--- src/rtl/mole_game_controller.sv ---
// Whack-a-mole game sequencer: start countdown, timed play with BCD score/time,
// hit masking per mole pattern, and a registered display/LED interface.
module mole_game_controller #(
  parameter int unsigned CD_SECS   = 5,
  parameter int unsigned GAME_SECS = 30
) (
  input  logic        clk,
  input  logic        reset,
  input  logic        tick_1hz,
  input  logic        start,
  input  logic [4:0]  button_db,
  input  logic [4:0]  mole_leds,
  output logic [4:0]  led_out,
  output logic [31:0] display_value,
  output logic        game_active,
  output logic        game_over
);

  localparam int unsigned MOLES     = 5;
  localparam int unsigned GAME_TENS = GAME_SECS / 10;
  localparam int unsigned GAME_ONES = GAME_SECS % 10;
  localparam logic [7:0]  GAME_BCD  = {4'(GAME_TENS), 4'(GAME_ONES)};
  localparam logic [3:0]  CD_INIT   = 4'(CD_SECS);

  typedef enum logic [1:0] {S_IDLE, S_COUNTDOWN, S_PLAY, S_DONE} state_e;

  state_e             state_q, state_d;
  logic [3:0]         cd_q, cd_d;
  logic [7:0]         time_q, time_d;
  logic [7:0]         score_q, score_d;
  logic [MOLES-1:0]   hit_mask_q, hit_mask_d;
  logic               start_q, start_d;
  logic               start_arm_q, start_arm_d;
  logic [MOLES-1:0]   btn_q, btn_d;
  logic [MOLES-1:0]   mole_prev_q, mole_prev_d;
  logic [MOLES-1:0]   led_out_q, led_out_d;
  logic [31:0]        display_q, display_d;
  logic               game_active_q, game_active_d;
  logic               game_over_q, game_over_d;

  logic               start_edge;
  logic [MOLES-1:0]   btn_edge;
  logic [MOLES-1:0]   hits;
  logic               mole_changed;
  logic               enter_play;

  function automatic logic [7:0] bcd_inc_sat(input logic [7:0] v);
    if (v == 8'h99)       return v;
    if (v[3:0] == 4'd9)   return {v[7:4] + 4'd1, 4'd0};
    return {v[7:4], v[3:0] + 4'd1};
  endfunction

  function automatic logic [7:0] bcd_dec(input logic [7:0] v);
    if (v[3:0] == 4'd0)   return {v[7:4] - 4'd1, 4'd9};
    return {v[7:4], v[3:0] - 4'd1};
  endfunction

  // Next-state, datapath and next-output computation
  always_comb begin
    state_d     = state_q;
    cd_d        = cd_q;
    time_d      = time_q;
    score_d     = score_q;
    hit_mask_d  = hit_mask_q;
    enter_play  = 1'b0;

    // A start level held through reset release must be seen low before it can edge
    start_edge   = start & ~start_q & start_arm_q;
    btn_edge     = button_db & ~btn_q;
    mole_changed = (mole_leds != mole_prev_q);
    hits         = btn_edge & mole_prev_q & ~hit_mask_q;

    start_d     = start;
    start_arm_d = start_arm_q | ~start;
    btn_d       = button_db;
    mole_prev_d = mole_leds;

    case (state_q)
      S_IDLE, S_DONE: begin
        if (start_edge) begin
          state_d = S_COUNTDOWN;
          cd_d    = CD_INIT;
        end
      end
      S_COUNTDOWN: begin
        if (tick_1hz) begin
          if (cd_q == 4'd1) begin
            state_d    = S_PLAY;
            cd_d       = 4'd0;
            time_d     = GAME_BCD;
            score_d    = 8'h00;
            enter_play = 1'b1;
          end else begin
            cd_d = cd_q - 4'd1;
          end
        end
      end
      S_PLAY: begin
        if (hits != '0) begin
          score_d    = bcd_inc_sat(score_q);
          hit_mask_d = hit_mask_q | hits;
        end
        if (tick_1hz) begin
          if (time_q == 8'h01) begin
            state_d = S_DONE;
            time_d  = 8'h00;
          end else begin
            time_d = bcd_dec(time_q);
          end
        end
      end
      default: state_d = S_IDLE;
    endcase

    // A new mole pattern overrides any hit marking made this cycle
    if (mole_changed || enter_play) hit_mask_d = '0;

    led_out_d     = (state_d == S_PLAY) ? (mole_leds & ~hit_mask_d) : '0;
    game_active_d = (state_d == S_PLAY);
    game_over_d   = (state_d == S_DONE);
    case (state_d)
      S_COUNTDOWN:    display_d = {28'h0, cd_d};
      S_PLAY, S_DONE: display_d = {8'h00, time_d, 8'h00, score_d};
      default:        display_d = 32'h0;
    endcase
  end

  // State and output registers with synchronous active-low reset
  always_ff @(posedge clk) begin
    if (!reset) begin
      state_q       <= S_IDLE;
      cd_q          <= '0;
      time_q        <= '0;
      score_q       <= '0;
      hit_mask_q    <= '0;
      start_q       <= 1'b0;
      start_arm_q   <= 1'b0;
      btn_q         <= '0;
      mole_prev_q   <= '0;
      led_out_q     <= '0;
      display_q     <= '0;
      game_active_q <= 1'b0;
      game_over_q   <= 1'b0;
    end else begin
      state_q       <= state_d;
      cd_q          <= cd_d;
      time_q        <= time_d;
      score_q       <= score_d;
      hit_mask_q    <= hit_mask_d;
      start_q       <= start_d;
      start_arm_q   <= start_arm_d;
      btn_q         <= btn_d;
      mole_prev_q   <= mole_prev_d;
      led_out_q     <= led_out_d;
      display_q     <= display_d;
      game_active_q <= game_active_d;
      game_over_q   <= game_over_d;
    end
  end

  assign led_out       = led_out_q;
  assign display_value = display_q;
  assign game_active   = game_active_q;
  assign game_over     = game_over_q;

endmodule

--- config.mk ---
export PLATFORM = sky130hd
export DESIGN_NAME = mole_game_controller
export DESIGN_NICKNAME = d
export VERILOG_FILES = /design/src/rtl/mole_game_controller.sv
export SDC_FILE = /design/constraint.sdc
export NUM_CORES = 1
export LEC_CHECK = 0
export BUFFER_PORTS_ARGS = -buffer_cell sky130_fd_sc_hd__buf_4
export CORE_AREA = 2 2 78 80
export DETAILED_ROUTE_END_ITERATION = 7
export DIE_AREA = 0 0 80 82
export GPL_TIMING_DRIVEN = 0
export PLACE_DENSITY = 0.77
export SLEW_MARGIN = 20
export SYNTH_ARGS = -nofsm -noshare
export SYNTH_HDL_FRONTEND = slang
export SYNTH_SLANG_ARGS = --single-unit
--- constraint.sdc ---
create_clock -name clk -period 2.4 [get_ports clk]
set_input_delay 0.72 -clock clk [delete_from_list [all_inputs] [get_ports clk]]
set_output_delay 0.72 -clock clk [all_outputs]
set_load 0.01 [all_outputs]
==> flow_summary.json <==
{
  "finalPower_mw": 3.01,
  "reg2reg_slack_ns": 0.21,
  "dieArea_um2": 6560,
  "hold_depth": 2,
  "ys_seq_area_frac": 0.406,
  "async_flop_share": 0,
  "hpwl_um": 4960,
  "path_cells": "inv_1, ha_1, nor2b_1, clkbuf_1, nand4_1, a22oi_2, nor2_1, and3_1",
  "slew_headroom": 0.616,
  "finalHoldViolCount": 0,
  "fin_tns_setup_ns": 0,
  "min_from": "start_arm_q",
  "ctsHoldBuffers": 0,
  "timing.hold.ws_ns": 0.478,
  "grt_pass1_vias": 2326,
  "overflow": 0,
  "fp.dieH_um": 82,
  "path_clk_slew_ns": 0.08,
  "hold_path.class": "flop to flop",
  "grt_pass1_wl_um": 10900,
  "drtAntennaViolNets": 0,
  "regToRegEndpoint": "led_out[4]",
  "htreeDepth": 3,
  "setup_viol": 0,
  "synth-edff-count": 0,
  "antenna_cells": 0,
  "dr_wl_met3_um": 398,
  "portBuffers": 35,
  "synth-seq-cells": 62,
  "critPathRequiredTime_ns": 2.64,
  "synth_cell_type_count": 62,
  "final_common_cell": "dfxtp_1",
  "layout.nets": 424,
  "crit_path_top_delay_cell": "ha_1",
  "slew_violations": 0,
  "outcome": "finished clean",
  "power.density_nw_per_um2": 812,
  "r2r-start": "state_q[0]",
  "p_leak_nw": 1.53,
  "die_w_um": 80,
  "synthCells": 335,
  "layout_common_cells": "62 x dfxtp_1, 51 x buf_4, 22 x nand2_1",
  "route.met2.wl_um": 3170,
  "place_inst": 460,
  "drt_iter0_markers": 213,
  "cts_sinks": 62,
  "tritoncts": "yes",
  "grtUsageTotal": 0.221,
  "core_um2": 5750,
  "peakVddDrop_mv": 0.574,
  "start_kind": "flop",
  "fin_skew_ns": 0.00729,
  "fin_cells": 476,
  "dr.pass1.iters": 5,
  "cts_setup_buffers": 0,
  "numCtsBuffers": 9,
  "drc": 0,
  "avgSynthCellArea_um2": 9.13,
  "syn_to_final_growth_pct": 21.1,
  "yosysWarnings": 0,
  "row_count": 28,
  "reg2reg_depth": 8,
  "drt-wirelength-per-cell_um": 14.6,
  "tightest_slew_ns": 0.576,
  "cp_max_fo": 7,
  "vias_per_cell": 5.43,
  "max-clock-path-buffers": 2,
  "hold-path-endpoint": "start_arm_q",
  "fin_crit_sh": 0.914,
  "gp_congestion": 0.871,
  "top_layer": "met4",
  "clock.fmax_mhz": 456,
  "cts_resized": 0,
  "wl_met1_um": 3200,
  "wl_um": 6930,
  "period_minus_slack_ns": 2.19,
  "vias": 2585,
  "synth_flop_cell": "dfxtp_1",
  "grt_max_degree": 13,
  "antenna_found_initial": 0,
  "insertion_delay_ns": 0.35,
  "start_util": 0.532,
  "drv_cap": 0,
  "worstPathArrival_ns": 2.43,
  "worst_path_largest_cell_delay_ns": 0.37,
  "endpoint_kind": "flop",
  "num_io_pins": 53,
  "grt_setup_unrepaired": "no",
  "root_buffer": "clkbuf_8",
  "netlist_area_um2": 3060,
  "worst-setup-path-type": "flop to flop",
  "drive_gt1_frac": 0.222
}
-- routing by layer --
metal | vias to the layer above | track usage
met5 | - | 0
met4 | 0 | 0.120
met3 | 14 | 0.0505
met2 | 87 | 0.346
met1 | 1188 | 0.283
li1 | 1296 | -
-- where the power goes --
part           switching, mW  leakage (nW)  internal [mW]  total (mW)
Clock                  0.441         0.106          0.587        1.03
Combinational          0.530         0.916          0.298       0.828
Sequential            0.0521         0.504           1.10        1.15
Total                   1.02          1.53           1.99        3.01
-- state kept, by name, indices dropped and copies added (netlist names) --
signal	flops
hit_mask_q	5
led_out	5
game_active	1
btn_q	5
score_q	8
start_q	1
state_q	2
time_q	8
mole_prev_q	5
game_over	1
display_value	16
start_arm_q	1
cd_q	4
-- stage by stage --
stage	utilization	worst slack, ns	cell area [um^2]
3_3_place_gp	0.604	0.124	3470
6_report	0.645	0.207	3700
4_1_cts	0.643	0.186	3690
2_1_floorplan	-	0.480	3120
5_1_grt	0.645	0.0243	3700
3_5_place_dp	0.604	0.0987	3470
-- critical path, delay by kind of cell (launching register included) --
family / cells / cell delay (ns)
AOI/OAI and AO/OA: 1 / 0.28
adders and majority gates: 1 / 0.37
buffers and inverters: 2 / 0.37
DFF: 1 / 0.36
and+or+nand+nor: 4 / 0.70
-- Yosys cell counts, types with 4 or more instances --
cell,count,area share
clkbuf_1,7,0.0086
o211ai_1,4,0.0098
and3_1,6,0.012
nand2_1,22,0.027
o21ai_0,15,0.025
nand3b_1,4,0.0098
nor2_1,17,0.021
inv_1,19,0.023
a31oi_1,5,0.010
and4bb_2,6,0.025
nand3_1,6,0.0098
and2_1,18,0.037
dfxtp_1,62,0.41
and4b_1,6,0.020
buf_4,16,0.039
nand4_1,4,0.0082
nor3_1,14,0.023
xnor2_1,4,0.011
buf_2,4,0.0065
a21oi_1,16,0.026
ha_1,14,0.057
-- how the worst max path moves through the flow --
stage,to,start,cells after the start
6_report,led_out[4],state_q[0],8
3_3_place_gp,led_out[1],tick_1hz,6
5_1_grt,led_out[4],state_q[0],8
2_1_floorplan,display_value[1],tick_1hz,6
3_5_place_dp,led_out[4],tick_1hz,6
4_1_cts,led_out[4],state_q[0],8
-- logic make-up after synthesis --
logic type      count (synthesis)  share of synthesized area
compound gates                 76                      0.170
xor+xnor                        6                     0.0172
fa+ha+maj                      14                     0.0573
buf+inv                        48                     0.0802
flops                          62                      0.406
mux                             3                     0.0102
other cells                     1                    0.00123
simple gates                  125                      0.258
-- area by class of cell --
class,count,area [um^2]
Buffer,29,174
Clock buffer,9,124
Clock inverter,7,97.6
Fill cell,497,2040
Inverter,19,71.3
Multi-Input combinational cell,240,1640
Sequential cell,62,1240
Tap cell,75,93.8
Timing Repair Buffer,35,263
Note: power is estimated with default switching activity, not from simulation.
